$ cat config.mk
export PLATFORM = sky130hd
export DESIGN_NAME = glb_ld_dma_flat
export DESIGN_NICKNAME = d
export VERILOG_FILES = /design/src/rtl/glb_ld_dma_if.sv /design/src/rtl/glb_ld_dma.sv /design/src/flat_wrapper.sv
export SDC_FILE = /design/constraint.sdc
export NUM_CORES = 1
export LEC_CHECK = 0
export BUFFER_PORTS_ARGS = -buffer_cell sky130_fd_sc_hd__buf_2
export CAP_MARGIN = 30
export CORE_MARGIN = 2
export CORE_UTILIZATION = 63
export DETAILED_ROUTE_END_ITERATION = 10
export GPL_TIMING_DRIVEN = 0
export PLACE_DENSITY_LB_ADDON = 0.15
export SYNTH_ARGS = -nofsm -noshare
export SYNTH_HDL_FRONTEND = slang
export SYNTH_SLANG_ARGS = --single-unit
export TNS_END_PERCENT = 30
$ cat constraint.sdc
create_clock -name clk -period 11.4 [get_ports clk]
set_clock_uncertainty 0.15 [all_clocks]
set_input_delay 0.57 -clock clk [delete_from_list [all_inputs] [get_ports clk]]
set_output_delay 0.57 -clock clk [all_outputs]
set_load 0.1 [all_outputs]
$ cat src/rtl/glb_ld_dma_if.sv
// glb_ld_dma_if: SRAM read-request / read-response bus between the load DMA
// and a GLB bank.
//   rdrq_rd_en          - read request valid (one cycle per line)
//   rdrq_rd_addr        - line-aligned byte address
//   rdrs_rd_data        - returned bank line
//   rdrs_rd_data_valid  - returned line valid (fixed latency after request)
// master = DMA side, slave = bank side.
interface glb_ld_dma_if #(
    parameter int GLB_ADDR_WIDTH  = 22,
    parameter int BANK_DATA_WIDTH = 64
);
    logic                       rdrq_rd_en;
    logic [GLB_ADDR_WIDTH-1:0]  rdrq_rd_addr;
    logic [BANK_DATA_WIDTH-1:0] rdrs_rd_data;
    logic                       rdrs_rd_data_valid;

    modport master (
        output rdrq_rd_en, rdrq_rd_addr,
        input  rdrs_rd_data, rdrs_rd_data_valid
    );

    modport slave (
        input  rdrq_rd_en, rdrq_rd_addr,
        output rdrs_rd_data, rdrs_rd_data_valid
    );
endinterface

$ cat src/rtl/glb_ld_dma.sv
// glb_ld_dma: load-direction DMA of a GLB tile. Queues load headers, fetches
// bank lines one at a time and unpacks each line into CGRA words streamed to
// the fabric, with optional active/inactive duty-cycling and header repeat.
// Ports:
//   clk, reset           - clock, asynchronous active-low reset
//   hdr_*                - header push (wr_en, repeat/inactive flags, start
//                          byte address, word count, burst / idle lengths)
//   hdr_queue_full       - header queue cannot accept a push
//   start_pulse          - launch the next queued header (IDLE only)
//   rd_bus               - SRAM read request / response bus (master side)
//   stream_data_g2f/valid_g2f - streamed word to the fabric
//   done_pulse           - one-cycle pulse per completed header
module glb_ld_dma #(
    parameter int QUEUE_DEPTH         = 4,
    parameter int GLB_ADDR_WIDTH      = 22,
    parameter int BANK_DATA_WIDTH     = 64,
    parameter int CGRA_DATA_WIDTH     = 16,
    parameter int MAX_NUM_WORDS_WIDTH = 21,
    parameter int RD_LATENCY          = 2
) (
    input  logic                           clk,
    input  logic                           reset,
    input  logic                           hdr_wr_en,
    input  logic                           hdr_repeat_on,
    input  logic                           hdr_inactive_on,
    input  logic [GLB_ADDR_WIDTH-1:0]      hdr_start_addr,
    input  logic [MAX_NUM_WORDS_WIDTH-1:0] hdr_num_words,
    input  logic [MAX_NUM_WORDS_WIDTH-1:0] hdr_active_words,
    input  logic [MAX_NUM_WORDS_WIDTH-1:0] hdr_inactive_words,
    output logic                           hdr_queue_full,
    input  logic                           start_pulse,
    glb_ld_dma_if.master                   rd_bus,
    output logic [CGRA_DATA_WIDTH-1:0]     stream_data_g2f,
    output logic                           stream_valid_g2f,
    output logic                           done_pulse
);
    localparam int WPL   = BANK_DATA_WIDTH / CGRA_DATA_WIDTH;
    localparam int OFF_W = $clog2(WPL);
    localparam int LB_W  = $clog2(BANK_DATA_WIDTH / 8);
    localparam int PTR_W = (QUEUE_DEPTH > 1) ? $clog2(QUEUE_DEPTH) : 1;
    localparam int CNT_W = $clog2(QUEUE_DEPTH + 1);
    localparam int AW    = GLB_ADDR_WIDTH;
    localparam int NW    = MAX_NUM_WORDS_WIDTH;

    localparam logic [2:0] S_IDLE     = 3'd0;
    localparam logic [2:0] S_REQ      = 3'd1;
    localparam logic [2:0] S_WAIT     = 3'd2;
    localparam logic [2:0] S_STREAM   = 3'd3;
    localparam logic [2:0] S_INACTIVE = 3'd4;
    localparam logic [2:0] S_DONE     = 3'd5;

    typedef struct packed {
        logic          repeat_on;
        logic          inactive_on;
        logic [AW-1:0] start_addr;
        logic [NW-1:0] num_words;
        logic [NW-1:0] active_words;
        logic [NW-1:0] inactive_words;
    } hdr_t;

    hdr_t                                 mem_q [QUEUE_DEPTH];
    hdr_t                                 cur_q, cur_d, new_hdr, head;
    logic [PTR_W-1:0]                     rd_ptr_q, rd_ptr_d, wr_ptr_q, wr_ptr_d, wr_inc;
    logic [CNT_W-1:0]                     count_q, count_d;
    logic [2:0]                           state_q, state_d;
    logic [AW-1:0]                        addr_q, addr_d;
    logic [OFF_W-1:0]                     offset_q, offset_d, off_inc;
    logic [NW-1:0]                        remaining_q, remaining_d, rem_dec;
    logic [NW-1:0]                        burst_q, burst_d, burst_dec;
    logic [NW-1:0]                        idle_q, idle_d;
    logic [WPL-1:0][CGRA_DATA_WIDTH-1:0]  line_q, line_d;
    logic                                 push_re, push_new, pop, reserved;

    // Response timing is fixed by the bank, so WAIT simply watches valid.
    logic unused_ok;
    assign unused_ok = &{1'b0, RD_LATENCY > 0};

    function automatic logic [PTR_W-1:0] ptr_inc(input logic [PTR_W-1:0] p);
        return (p == PTR_W'(QUEUE_DEPTH - 1)) ? '0 : p + 1'b1;
    endfunction

    assign new_hdr = '{hdr_repeat_on, hdr_inactive_on, hdr_start_addr,
                       hdr_num_words, hdr_active_words, hdr_inactive_words};
    assign head    = mem_q[rd_ptr_q];

    // A running repeat header keeps one slot reserved for its re-push.
    assign reserved       = (state_q != S_IDLE) && cur_q.repeat_on;
    assign hdr_queue_full = ({1'b0, count_q} + {{CNT_W{1'b0}}, reserved})
                            == (CNT_W + 1)'(QUEUE_DEPTH);

    assign push_re  = (state_q == S_DONE) && cur_q.repeat_on;
    assign push_new = hdr_wr_en && !hdr_queue_full;
    assign pop      = (state_q == S_IDLE) && start_pulse && (count_q != '0);
    assign wr_inc   = ptr_inc(wr_ptr_q);

    // Re-push lands first; a same-cycle external push takes the next slot.
    always_ff @(posedge clk) begin
        if (push_re)  mem_q[wr_ptr_q] <= cur_q;
        if (push_new) mem_q[push_re ? wr_inc : wr_ptr_q] <= new_hdr;
    end

    always_comb begin
        wr_ptr_d = wr_ptr_q;
        if (push_re)  wr_ptr_d = ptr_inc(wr_ptr_d);
        if (push_new) wr_ptr_d = ptr_inc(wr_ptr_d);
        rd_ptr_d = pop ? ptr_inc(rd_ptr_q) : rd_ptr_q;
        count_d  = count_q + CNT_W'(push_re) + CNT_W'(push_new) - CNT_W'(pop);
    end

    assign rem_dec   = remaining_q - 1'b1;
    assign off_inc   = offset_q + 1'b1;
    assign burst_dec = burst_q - 1'b1;

    always_comb begin
        state_d     = state_q;
        cur_d       = cur_q;
        addr_d      = addr_q;
        offset_d    = offset_q;
        remaining_d = remaining_q;
        burst_d     = burst_q;
        idle_d      = idle_q;
        line_d      = line_q;
        case (state_q)
            S_IDLE: if (pop) begin
                cur_d       = head;
                addr_d      = {head.start_addr[AW-1:LB_W], {LB_W{1'b0}}};
                offset_d    = head.start_addr[OFF_W:1];
                remaining_d = head.num_words;
                burst_d     = head.active_words;
                state_d     = (head.num_words == '0) ? S_DONE : S_REQ;
            end
            S_REQ:  state_d = S_WAIT;
            S_WAIT: if (rd_bus.rdrs_rd_data_valid) begin
                line_d  = rd_bus.rdrs_rd_data;
                state_d = S_STREAM;
            end
            S_STREAM: begin
                remaining_d = rem_dec;
                offset_d    = off_inc;
                if (cur_q.inactive_on) burst_d = burst_dec;
                if (rem_dec == '0) begin
                    state_d = S_DONE;
                end else if (cur_q.inactive_on && burst_dec == '0 &&
                             cur_q.inactive_words != '0) begin
                    idle_d  = cur_q.inactive_words;
                    state_d = S_INACTIVE;
                end else begin
                    // Burst ran out with no idle time: just start a new burst.
                    if (cur_q.inactive_on && burst_dec == '0) burst_d = cur_q.active_words;
                    if (off_inc == '0) begin
                        addr_d  = addr_q + AW'(8);
                        state_d = S_REQ;
                    end
                end
            end
            S_INACTIVE: begin
                idle_d = idle_q - 1'b1;
                if (idle_q == NW'(1)) begin
                    burst_d = cur_q.active_words;
                    // Line address only advances here if the burst ended on
                    // the last word of a line (INACTIVE beat the line fetch).
                    if (offset_q == '0) begin
                        addr_d  = addr_q + AW'(8);
                        state_d = S_REQ;
                    end else begin
                        state_d = S_STREAM;
                    end
                end
            end
            S_DONE:  state_d = S_IDLE;
            default: state_d = S_IDLE;
        endcase
    end

    always_ff @(posedge clk or negedge reset) begin
        if (!reset) begin
            state_q     <= S_IDLE;
            cur_q       <= '0;
            addr_q      <= '0;
            offset_q    <= '0;
            remaining_q <= '0;
            burst_q     <= '0;
            idle_q      <= '0;
            line_q      <= '0;
            rd_ptr_q    <= '0;
            wr_ptr_q    <= '0;
            count_q     <= '0;
        end else begin
            state_q     <= state_d;
            cur_q       <= cur_d;
            addr_q      <= addr_d;
            offset_q    <= offset_d;
            remaining_q <= remaining_d;
            burst_q     <= burst_d;
            idle_q      <= idle_d;
            line_q      <= line_d;
            rd_ptr_q    <= rd_ptr_d;
            wr_ptr_q    <= wr_ptr_d;
            count_q     <= count_d;
        end
    end

    assign rd_bus.rdrq_rd_en   = (state_q == S_REQ);
    assign rd_bus.rdrq_rd_addr = addr_q;
    assign stream_valid_g2f    = (state_q == S_STREAM);
    assign stream_data_g2f     = stream_valid_g2f ? line_q[offset_q] : '0;
    assign done_pulse          = (state_q == S_DONE);
endmodule
$ cat src/flat_wrapper.sv
// flat-port wrapper written by rule: the top's interface ports become plain ports
module glb_ld_dma_flat 
#(
    parameter int QUEUE_DEPTH         = 4,
    parameter int GLB_ADDR_WIDTH      = 22,
    parameter int BANK_DATA_WIDTH     = 64,
    parameter int CGRA_DATA_WIDTH     = 16,
    parameter int MAX_NUM_WORDS_WIDTH = 21,
    parameter int RD_LATENCY          = 2
)
  (clk, reset, hdr_wr_en, hdr_repeat_on, hdr_inactive_on, hdr_start_addr, hdr_num_words, hdr_active_words, hdr_inactive_words, hdr_queue_full, start_pulse, stream_data_g2f, stream_valid_g2f, done_pulse, rd_bus_rdrq_rd_en, rd_bus_rdrq_rd_addr, rd_bus_rdrs_rd_data, rd_bus_rdrs_rd_data_valid);
  glb_ld_dma_if #(.GLB_ADDR_WIDTH(GLB_ADDR_WIDTH), .BANK_DATA_WIDTH(BANK_DATA_WIDTH)) rd_bus_i ();
  input  logic clk;
  input  logic reset;
  input  logic hdr_wr_en;
  input  logic hdr_repeat_on;
  input  logic hdr_inactive_on;
  input  logic [GLB_ADDR_WIDTH-1:0] hdr_start_addr;
  input  logic [MAX_NUM_WORDS_WIDTH-1:0] hdr_num_words;
  input  logic [MAX_NUM_WORDS_WIDTH-1:0] hdr_active_words;
  input  logic [MAX_NUM_WORDS_WIDTH-1:0] hdr_inactive_words;
  output logic hdr_queue_full;
  input  logic start_pulse;
  output logic [CGRA_DATA_WIDTH-1:0] stream_data_g2f;
  output logic stream_valid_g2f;
  output logic done_pulse;
  output wire logic [$bits(rd_bus_i.rdrq_rd_en)-1:0] rd_bus_rdrq_rd_en;
  output wire logic [$bits(rd_bus_i.rdrq_rd_addr)-1:0] rd_bus_rdrq_rd_addr;
  input wire logic [$bits(rd_bus_i.rdrs_rd_data)-1:0] rd_bus_rdrs_rd_data;
  input wire logic [$bits(rd_bus_i.rdrs_rd_data_valid)-1:0] rd_bus_rdrs_rd_data_valid;
  assign rd_bus_rdrq_rd_en = rd_bus_i.rdrq_rd_en;
  assign rd_bus_rdrq_rd_addr = rd_bus_i.rdrq_rd_addr;
  assign rd_bus_i.rdrs_rd_data = rd_bus_rdrs_rd_data;
  assign rd_bus_i.rdrs_rd_data_valid = rd_bus_rdrs_rd_data_valid;
  glb_ld_dma #(.QUEUE_DEPTH(QUEUE_DEPTH), .GLB_ADDR_WIDTH(GLB_ADDR_WIDTH), .BANK_DATA_WIDTH(BANK_DATA_WIDTH), .CGRA_DATA_WIDTH(CGRA_DATA_WIDTH), .MAX_NUM_WORDS_WIDTH(MAX_NUM_WORDS_WIDTH), .RD_LATENCY(RD_LATENCY)) u_core (.clk(clk), .reset(reset), .hdr_wr_en(hdr_wr_en), .hdr_repeat_on(hdr_repeat_on), .hdr_inactive_on(hdr_inactive_on), .hdr_start_addr(hdr_start_addr), .hdr_num_words(hdr_num_words), .hdr_active_words(hdr_active_words), .hdr_inactive_words(hdr_inactive_words), .hdr_queue_full(hdr_queue_full), .start_pulse(start_pulse), .rd_bus(rd_bus_i), .stream_data_g2f(stream_data_g2f), .stream_valid_g2f(stream_valid_g2f), .done_pulse(done_pulse));
endmodule
==> run summary <==
The final setup slack of the worst path came out at roughly 5.5 ns. The total wirelength of the detailed-routed design came out at around 83000 µm. The maximum fanout along the worst path came out at 47. The number of flops mapped to enable cells by yosys came out at approximately 340. The filler cells instantiated in the layout total between 3000 and 4000. Among all cell types in the netlist, the one instantiated most often is sky130_fd_sc_hd__mux2_2. The maximum operating frequency is 171 MHz.

Synthesis inferred between 500 and 600 register bits. The arrival time reported for the critical path endpoint came out at ~6.1 ns. The final total power came out at 10200 µW. For this run, the total global-route usage over all layers was measured as 0.344. The number of buffers between clock root and the deepest sink came out at 3. The start-to-end type of the worst setup path is reg -> reg. Of the available clock period, the critical path in the final layout requires 0.514.

The run finished with clean final reports. Hold timing on the final database bottoms out at a slack of 0.0132 ns. The sequential fraction of the synthesis area is 0.555.

The worst path needs 5.86 ns of the cycle, external delays included. Compared with the post-synthesis result, the final layout area differs by 15.1%. The total of endpoints with negative setup slack in the final report came out at 0. The clock root buffer is sky130_fd_sc_hd__clkbuf_16. The number of warning messages in the yosys log is 0. The instance count of the mapped netlist is ~2200. Across the run, the number of max-cap violations was 0.

The first global-routing pass estimated around 130000 µm of wire. The total die area came out at about 0.049 mm². The worst path required time came out at 11.61 ns. The number of nets at the end of the flow came out at around 2700.

The core region is between 0.04 and 0.05 mm². The startpoint identified for the worst register-to-register timing path is u_core.state_q[0]$_DFFE_PN0P_. The number of port buffers came out at 193. The via count of the first global-routing pass is between 20000 and 25000.

STA classifies the critical path endpoint as a flip-flop. At the pin with the least slew margin, the transition time is roughly 1.0 ns. The worst setup path is launched from a flip-flop. By area the synthesized netlist is led by sky130_fd_sc_hd__edfxtp_1, sky130_fd_sc_hd__dfrtp_1, sky130_fd_sc_hd__mux2_2.

The path class of the tightest hold or removal check is in -> reg. The share of layout cells above drive strength 1 is 0.339. The cell count of the worst reg-to-reg path is 14. The maximum number of pins on one net before global-route repair came out at roughly 110. The max-slew violation count came out at 0. The initial antenna violation count came to 11. The power density over the cells is 300 mW/mm². The total DRC errors in the routed layout is 0. The post-synthesis instance area came out at about 0.030 mm². The total CTS buffers came out at 60.

The effective utilization at floorplan came out at 0.638. TritonCTS built the clock tree. Detailed placement ended at an HPWL of about 55000 µm. The mean instance size in the synthesized netlist came out at roughly 13 µm². The number of failing hold endpoints at the final stage is 0. The number of primary I/O pins is approximately 200. The chip height is ~220 µm.

The leakage dissipation is 0.0136 µW. The async set-reset flop share out of synthesis came out at 0.415. Setup repair after global routing left no endpoint under its margin. At the end of routability-driven placement, the weighted congestion stood at approximately 0.95. Timing analysis after detailed placement gives a worst setup slack of between 5 and 6 ns. The critical path starts at u_core.state_q[0]$_DFFE_PN0P_. The synthesized netlist contains 86 unique library cells. The detailed-route wire length per cell came out at between 20 and 30 µm. The worst-case IR drop observed on VDD is about 0.00032 V.

The final design instance area without fill is roughly 0.034 mm². The H-tree level count came out at 2. The tightest slew margin relative to the limit came out at 0.328. The post-synthesis cell type with the largest combined area is sky130_fd_sc_hd__edfxtp_1. The critical path endpoint is u_core.mem_q[3][15]$_DFFE_PP_. Among all flip-flop cells after synthesis, the most frequent one is sky130_fd_sc_hd__edfxtp_1. The first-pass detailed-route iteration total is 6. The final global-route overflow total is 0. The minimum setup slack among reg-to-reg paths came out at between 5 and 6 ns. The number of nets still failing antenna checks after routing is 0. The placement row count is 79. The clock sink count is approximately 600. By count the netlist is led by sky130_fd_sc_hd__mux2_2, sky130_fd_sc_hd__edfxtp_1, sky130_fd_sc_hd__nand2_1, sky130_fd_sc_hd__dfrtp_1, sky130_fd_sc_hd__mux4_2. The die width is between 200 and 250 µm. The quantity of gates resized following cts came out at 0.

Summing over every cut layer, the via total after detailed routing is 21000. The ratio of routed vias to standard cells came out at 6.52. The CTS clock-pin slew for the worst setup and hold paths came out at approximately 0.060 ns. For the final routed database, the setup TNS stands at 0 ns.

The reg-to-reg critical path endpoint is u_core.mem_q[3][15]$_DFFE_PP_. The initial detailed-routing violation count came out at between 2000 and 2500. After detailed placement, the total cell area comes to between 0.03 and 0.04 mm². The share of the synthesized area in the top cell type came out at 0.349. The clock insertion delay at the later pin of the skew report came out at approximately 0.66 ns.
## stage by stage
step / utilization / instances
finish: 0.734 / 3217
global route: 0.734 / 3213
CTS: 0.734 / 3208
detailed placement: 0.682 / 3052
floorplan: - / 2237
global placement: 0.675 / 3037
## sequential cells by signal (all words and copies together), names as in the netlist
| register | count |
|---|---|
| u_core.burst_q | 21 |
| u_core.rd_bus.rdrq_rd_addr | 19 |
| u_core.mem_q | 344 |
| u_core.idle_q | 21 |
| u_core.cur_q | 86 |
| u_core.offset_q | 2 |
| u_core.state_q | 3 |
| u_core.line_q | 64 |
| u_core.remaining_q | 21 |
| u_core.wr_ptr_q | 2 |
| u_core.rd_ptr_q | 2 |
| u_core.count_q | 3 |
## repair_timing
item / CTS / global route
setup buffers: 0 / 0
setup endpoints to repair: 0 / 0
hold endpoints to repair: 62 / 0
hold buffers: 42 / 0
## worst min path at each step
stage | startpoint | to | slack, ns | depth (start not counted)
after global placement | u_core.line_q[42]$_DFFE_PN0P_ | u_core.line_q[42]$_DFFE_PN0P_ | 0.33 | 1
after floorplan | reset | u_core.burst_q[0]$_DFFE_PN0P_ | 0.12 | 0
final | rd_bus_rdrs_rd_data[57] | u_core.line_q[57]$_DFFE_PN0P_ | 0.01 | 2
after detailed placement | reset | u_core.cur_q[49]$_DFFE_PN0P_ | 0.28 | 1
after global routing | rd_bus_rdrs_rd_data[57] | u_core.line_q[57]$_DFFE_PN0P_ | 0.009 | 2
after CTS | rd_bus_rdrs_rd_data[21] | u_core.line_q[21]$_DFFE_PN0P_ | 0.0006 | 2
## cells by family after synthesis
| logic type | count (synthesis) | synth area share |
|---|---|---|
| AOI/OAI and AO/OA | 277 | 0.0679 |
| adders and majority gates | 24 | 0.0106 |
| and+or+nand+nor | 649 | 0.105 |
| DFF | 588 | 0.555 |
| xor gates and xnor gates | 11 | 0.00325 |
| other | 1 | 0.000127 |
| muxes | 514 | 0.234 |
| buffers and inverters | 171 | 0.0249 |
## worst max-delay path, stage by stage, from the launching register on
cell	delay, ns
sky130_fd_sc_hd__dfrtp_1	0.37
sky130_fd_sc_hd__clkbuf_1	0.20
sky130_fd_sc_hd__nor3_1	0.63
sky130_fd_sc_hd__nor2b_1	0.11
sky130_fd_sc_hd__ha_1	0.24
sky130_fd_sc_hd__ha_1	0.29
sky130_fd_sc_hd__a211oi_1	0.18
sky130_fd_sc_hd__nand2_1	0.17
sky130_fd_sc_hd__and2_1	0.27
sky130_fd_sc_hd__clkbuf_1	0.20
sky130_fd_sc_hd__nand2_1	0.33
sky130_fd_sc_hd__buf_1	0.58
sky130_fd_sc_hd__clkbuf_1	0.68
sky130_fd_sc_hd__nand2_4	0.69
sky130_fd_sc_hd__buf_16	0.44
## placed cells by master (no fill, tap or decap), types with 35 or more instances in the layout
master	instances
sky130_fd_sc_hd__a21oi_1	71
sky130_fd_sc_hd__buf_1	35
sky130_fd_sc_hd__buf_2	205
sky130_fd_sc_hd__clkbuf_1	95
sky130_fd_sc_hd__clkbuf_16	60
sky130_fd_sc_hd__dfrtp_1	244
sky130_fd_sc_hd__dlygate4sd3_1	42
sky130_fd_sc_hd__edfxtp_1	344
sky130_fd_sc_hd__mux2_2	408
sky130_fd_sc_hd__mux4_2	102
sky130_fd_sc_hd__nand2_1	340
sky130_fd_sc_hd__nor2_1	79
sky130_fd_sc_hd__nor3_1	52
sky130_fd_sc_hd__o21ai_0	55
## layer usage
metal	up-vias	GRT usage	wire, µm
li1	9132	-	-
met2	934	0.546	40200
met5	-	0	43
met3	230	0.0697	6620
met4	8	0.153	3400
met1	10700	0.464	33200
## power by group
group | switching, µW | total [µW] | internal (µW)
Sequential | 527 | 3740 | 3220
Combinational | 2690 | 4500 | 1810
Clock | 871 | 1980 | 1110
Total | 4090 | 10200 | 6130
## area by class of cell
type	count	area (µm²)	area share
repair buffers	251	1700	0.0497
multi-input cells	1478	12500	0.366
flip-flops and latches	588	16400	0.482
clock buffers	76	1630	0.0478
inverters	27	101	0.00297
plain buffers	144	636	0.0186
diodes	8	20.0	0.000587
clock inverters	38	333	0.00976
well taps	607	759	0.0223
Power figures use the tool's default switching activity.
